File: src/rtl/servo_pwm_array.sv
// servo_pwm_array: multi-channel servo PWM generator with a shared frame
// counter, per-channel clamped targets and frame-synchronous width updates.
// Ports: clock/reset (async, active high); cmd_valid/cmd_ready/cmd_ch/
// cmd_width command port; cmd_err bad-channel pulse; ch_enable per-channel
// enable; pwm_out registered pulses; frame_tick last frame cycle; at_target
// active == target per channel.
// Option: define SERVO_SLEW_LIMIT_EN to limit width change per frame to
// SLEW_STEP cycles; otherwise the new target takes effect next frame.
module servo_pwm_array #(
    parameter int NUM_CH    = 3,
    parameter int CNT_W     = 20,
    parameter int PERIOD    = 1000000,
    parameter int MIN_PULSE = 50000,
    parameter int MAX_PULSE = 100000,
    parameter int SLEW_STEP = 500
) (
    input  logic              clock,
    input  logic              reset,
    input  logic              cmd_valid,
    output logic              cmd_ready,
    input  logic [3:0]        cmd_ch,
    input  logic [CNT_W-1:0]  cmd_width,
    input  logic [NUM_CH-1:0] ch_enable,
    output logic [NUM_CH-1:0] pwm_out,
    output logic              frame_tick,
    output logic [NUM_CH-1:0] at_target,
    output logic              cmd_err
);

    localparam logic [CNT_W-1:0] LAST  = CNT_W'(PERIOD - 1);
    localparam logic [CNT_W-1:0] MIN_W = CNT_W'(MIN_PULSE);
    localparam logic [CNT_W-1:0] MAX_W = CNT_W'(MAX_PULSE);
    localparam logic [CNT_W-1:0] MID_W = CNT_W'((MIN_PULSE + MAX_PULSE) / 2);

    logic [CNT_W-1:0]  cnt;
    logic [CNT_W-1:0]  target   [NUM_CH];
    logic [CNT_W-1:0]  active   [NUM_CH];
    logic [CNT_W-1:0]  next_act [NUM_CH];
    logic [NUM_CH-1:0] en_sh;
    logic [CNT_W-1:0]  clamped;
    logic              accept;
    logic              bad_ch;

    assign frame_tick = (cnt == LAST);
    // Commands are refused in the frame-boundary cycle so a target write
    // never races the active-width update.
    assign cmd_ready  = ~reset & ~frame_tick;
    assign accept     = cmd_valid & cmd_ready;
    assign bad_ch     = (int'(cmd_ch) >= NUM_CH);

    always_comb begin
        clamped = cmd_width;
        if (cmd_width < MIN_W)
            clamped = MIN_W;
        else if (cmd_width > MAX_W)
            clamped = MAX_W;
    end

    always_comb begin
        for (int i = 0; i < NUM_CH; i++)
            at_target[i] = (active[i] == target[i]);
    end

`ifdef SERVO_SLEW_LIMIT_EN
    localparam logic [CNT_W-1:0] STEP = CNT_W'(SLEW_STEP);

    // Ramp from the current active width, so a retarget mid-ramp continues
    // smoothly from where the output is now.
    always_comb begin
        for (int i = 0; i < NUM_CH; i++) begin
            next_act[i] = active[i];
            if (target[i] > active[i])
                next_act[i] = (target[i] - active[i] > STEP) ?
                              active[i] + STEP : target[i];
            else if (target[i] < active[i])
                next_act[i] = (active[i] - target[i] > STEP) ?
                              active[i] - STEP : target[i];
        end
    end
`else
    logic [CNT_W-1:0] unused_step;
    assign unused_step = CNT_W'(SLEW_STEP);

    always_comb begin
        for (int i = 0; i < NUM_CH; i++)
            next_act[i] = target[i];
    end
`endif

    always_ff @(posedge clock or posedge reset) begin
        if (reset)
            cnt <= '0;
        else if (frame_tick)
            cnt <= '0;
        else
            cnt <= cnt + CNT_W'(1);
    end

    always_ff @(posedge clock or posedge reset) begin
        if (reset)
            cmd_err <= 1'b0;
        else
            cmd_err <= accept & bad_ch;
    end

    // Active widths and enables only change at the frame boundary, so a
    // pulse in flight is never cut short or stretched.
    always_ff @(posedge clock or posedge reset) begin
        if (reset) begin
            for (int i = 0; i < NUM_CH; i++) begin
                target[i] <= MID_W;
                active[i] <= MID_W;
            end
            en_sh   <= '0;
            pwm_out <= '0;
        end else begin
            for (int i = 0; i < NUM_CH; i++) begin
                pwm_out[i] <= en_sh[i] & (cnt < active[i]);
                if (accept && !bad_ch && cmd_ch == 4'(i))
                    target[i] <= clamped;
                if (frame_tick)
                    active[i] <= next_act[i];
            end
            if (frame_tick)
                en_sh <= ch_enable;
        end
    end

endmodule

File: config.mk
export PLATFORM = sky130hd
export DESIGN_NAME = servo_pwm_array
export DESIGN_NICKNAME = d
export VERILOG_FILES = /design/src/rtl/servo_pwm_array.sv
export SDC_FILE = /design/constraint.sdc
export NUM_CORES = 1
export LEC_CHECK = 0
export BUFFER_PORTS_ARGS = -buffer_cell sky130_fd_sc_hd__buf_2
export CORE_MARGIN = 8
export CORE_UTILIZATION = 47
export CTS_CLUSTER_SIZE = 40
export DETAILED_ROUTE_END_ITERATION = 8
export PLACE_DENSITY_LB_ADDON = 0.15
export SLEW_MARGIN = 30
export SYNTH_ARGS = -nofsm -noshare
export SYNTH_HDL_FRONTEND = slang
export SYNTH_SLANG_ARGS = --single-unit
File: constraint.sdc
create_clock -name clock -period 4.1 [get_ports clock]
set_input_delay 0.41 -clock clock [delete_from_list [all_inputs] [get_ports clock]]
set_output_delay 0.41 -clock clock [all_outputs]
set_load 0.005 [all_outputs]
# Word level (Yosys, flattened, before mapping)
# Index checks and enable logic that the tools add are counted.
# totals
register_bits	147
inputBits	30
out_inout_bits	9
elab_cells	40
# op_classes
add_sub_neg	1
n_lt_le_gt_ge	6
eq_ne	6
muxes	3
bitwise	8
reduce_logical	6
# ops
cell	count
$eq 20x20->1	3
$lt 20x20->1	3
$mux 20	3
$add 20x1->20 const B	1
$eq 20x20->1 const B	1
$gt 20x17->1 const B	1
$lt 20x16->1 const B	1
$and 1x1->1	6
$eq 4x1->1 const B	1
$eq 4x2->1 const B	1
$ge 4x2->1 const B	1
$logic_and 1x1->1	4
$logic_not 4->1	1
$not 1->1	2
$logic_not 1->1	1

# Logic depth before layout (Yosys ltp)
# logic_depth
depth_word	6
mapped_depth	8

# Worst setup path after synthesis
# Ideal clock, no wire load.
# synth_timing
path_kind	register to output
start	register cnt[1]
end	output cmd_ready
arrival_ns	1.750
path_slack_ns	1.940
stages_incl_launch_ff	8
path_buffers	3
path_cell_list	dfrtp_1 > ha_1 > clkbuf_1 > nand3_4 > nor3_2 > buf_2 > buf_2 > nor2_1
# synth_between
elab_chain_cells	3
# synth_lines
item	line	text
start, declared	35	logic [CNT_W-1:0] cnt;
start signal, assigned	96	cnt <= cnt + CNT_W'(1);
$eq 20x20->1	44	assign frame_tick = (cnt == LAST);
$not 1->1	47	assign cmd_ready = ~reset & ~frame_tick;
$and 1x1->1	47	
end, declared	20	output logic cmd_ready,
# No other way between the ends.

# Final worst setup path
# Same ends and word-level chain as after synthesis.

==> impl_metrics.yaml <==
pwr:
  p_leak_nw: 4.055
  vdd_drop_max_mv: 0.2803
  p_per_area_nw_per_um2: 387.4
yosys:
  syn_area_per_cell_um2: 9.852
  synth.distinct_cells: 52
  syn_area_um2: 7921
  synth_fp_nets: 892
  synthArstFlopShare_pct: 100.0
  synth_cells: 804
  synth_ff_type: "dfrtp_1"
  seq_area_frac_synth_pct: 47.20
  yosysWarnings: 0
  synth-edff-count: 0
  yosys_register_bits: 147
finish:
  multi_input_area_um2: 3839
  area_delta_synth_final_pct: 13.62
  final_net_count: 928
  num_antenna_cells: 0
  fill_cells: 1439
  drive_above_1_share_pct: 16.76
  stdcell_count: 1073
  register_area_um2: 3739
worst_setup_path:
  critPathLaunchType: "flip-flop"
  critPathMaxFanout: 15
  crit_required_ns: 3.69
  critical_path_class: "reg2out"
  endpoint_kind: "output pin"
  arrival_ns: 2.41
  r2r_slack_ns: 1.37
timing:
  hold_viol_final: 0
  clock.fmax_ghz: 0.3545
  tightest_slew_ns: 0.9631
  period_minus_slack_ns: 2.821
  final.period_utilization_pct: 68.79
  fin_skew_ns: 0.01012
  setup_viol: 0
  rsz0062_at_grt: "false"
  finalMaxSlewViolations: 0
  max_slew_margin_pct: 35.60
  setup-tns-final_ns: 0
hold_path:
  holdCritPathClass: "in2reg"
floorplanning:
  start_util_pct: 47.94
  core_um2: 16520
  die_w_um: 145.8
  dieArea_um2: 21260
  fp.dieH_um: 145.8
  row_count: 47
  ioPinCount: 39
clock_tree:
  cts.sinks: 147
  clk_latency_ns: 0.43
  htreeDepth: 4
  clk_pin_slew_ns: 0.06
  cts_tree: "done"
  ctsResizeCount: 0
  cts_root_buf: "clkbuf_16"
  numCtsBuffers: 17
  cts_buffer_depth: 2
place:
  portBuffers: 38
  dpl.hpwl_um: 15640
  gp_congestion: 0.8807
  dp.cells: 1040
route:
  wl_per_cell_um: 19.44
  drtAntennaViolNets: 0
  routed_wl_um: 20860
  drc_errors: 0
  vias_per_cell: 5.577
  vias: 5984
  first_pass_iters: 5
  first_iter_violations: 372
global_routing:
  grt_first_pass_wirelength_um: 33310
  grt_use_total_pct: 20.09
  grt_antenna_before_repair: 0
  grt-ovfl-total: 0
  grt_pass1_vias: 5924
  grt_max_degree: 86
status:
  outcome: "finished clean"
flow_run:
  cap_violations: 0
-- metal layers --
metal  global-route usage [%]  up-vias  part of all wire, %
li1                         -     2857                    -
met1                    26.23     2969                   46
met2                    33.58      144                   49
met3                    3.700       14                  4.0
met4                    5.258        0                  1.3
met5                        0        -                    0
-- state kept, by name, indices dropped and copies added, names as in the netlist --
register	cells
next_act	60
cmd_err	1
cnt	20
active	60
pwm_out	3
en_sh	3
-- cell usage in the layout (no fill, tap or decap), types with 26 or more instances in the layout --
master   netlist  final
nand2_1      117    117
inv_1         63     62
o21ai_0       76     76
dfstp_2       48     48
ha_1          58     58
nand4_1       26     26
buf_2         11     38
dfrtp_1       99     99
xor2_1        42     42
xnor2_1       32     32
-- worst paths after layout --
check | from | endpoint | cells past startpoint
max | cnt[1]$_DFF_PP0_ | cmd_ready | 5
min | ch_enable[2] | en_sh[2]$_DFFE_PP0N_ | 3
max reg2reg | cnt[11]$_DFF_PP0_ | next_act[2]$_DFFE_PP0P_ | 5
min reg2reg | en_sh[0]$_DFFE_PP0N_ | en_sh[0]$_DFFE_PP0N_ | 2
max in group asynchronous | reset | next_act[18]$_DFFE_PP0P_ | 4
min in group asynchronous | reset | active[59]$_DFFE_PP0N_ | 3
-- synthesized netlist by cell type, drive strengths merged, types with 4 or more instances --
cell type,number,share of area [%]
or3,4,0.32
xor2,42,4.6
inv,63,3.0
nand2,117,5.5
and2,19,1.5
nor2b,8,0.63
a22o,14,1.5
dfrtp,99,31
xnor2,32,3.5
buf,14,1.1
and3,4,0.32
nor4bb,4,0.51
o21ai,91,5.7
nand2b,4,0.32
dfstp,48,16
nand3,19,1.4
a21oi,21,1.3
nor4,11,0.95
a21o,13,1.2
a31o,10,1.1
nand4,26,2.1
nor3,16,1.4
nor2,18,0.88
ha,58,9.2
clkbuf,15,0.71
-- power by group --
group	internal [W]	leakage, nW	switching (W)	total (W)
clock	0.00100	0.299	0.000656	0.00166
sequential	0.00154	1.84	0.0000623	0.00160
combinational	0.0000970	1.92	0.000135	0.000232
-- worst max-delay path: stages (launching register included) --
cell and delay, ns:
dfrtp_1 0.51, ha_1 0.40, nand3_4 0.20, nor3_4 0.63, nor2_1 0.08, buf_2 0.16
-- cell families after synthesis --
| kind of cell | Yosys count | synth area share, % |
|---|---|---|
| flops | 147 | 47.20 |
| buf+inv | 92 | 4.770 |
| xor+xnor | 74 | 8.182 |
| compound gates | 173 | 13.79 |
| mux | 2 | 0.2527 |
| fa+ha+maj | 58 | 9.161 |
| simple gates | 258 | 16.65 |
-- layout make-up --
class                           count  share of cell area [%]
Sequential cell                   147                   41.54
Tap cell                          220                   3.059
Timing Repair Buffer               46                   3.128
Clock buffer                       19                   5.033
Clock inverter                     13                   1.919
Inverter                           63                   2.669
Multi-Input combinational cell    565                   42.65
-- timing repair --
action                                 CTS  global route
setup endpoints to repair                0             0
endpoints found under the hold margin   13             0
buffers inserted                         0             0
hold buffers                             1             0
-- through the flow --
step / instance area [um^2] / power, W / utilization, % / setup WS [ns] / hold WS, ns
floorplan: 7925 / 0.001753 / - / 1.882 / 0.4299
global placement: 8339 / 0.001848 / 50.47 / 1.352 / 0.4142
detailed placement: 8364 / 0.001855 / 50.62 / 1.380 / 0.4309
CTS: 9000 / 0.003503 / 54.46 / 1.278 / 0.1799
global route: 9000 / 0.003605 / 54.46 / 1.099 / 0.2053
finish: 9000 / 0.003486 / 54.46 / 1.279 / 0.1854
No activity file was read; power rests on OpenSTA's default activity.
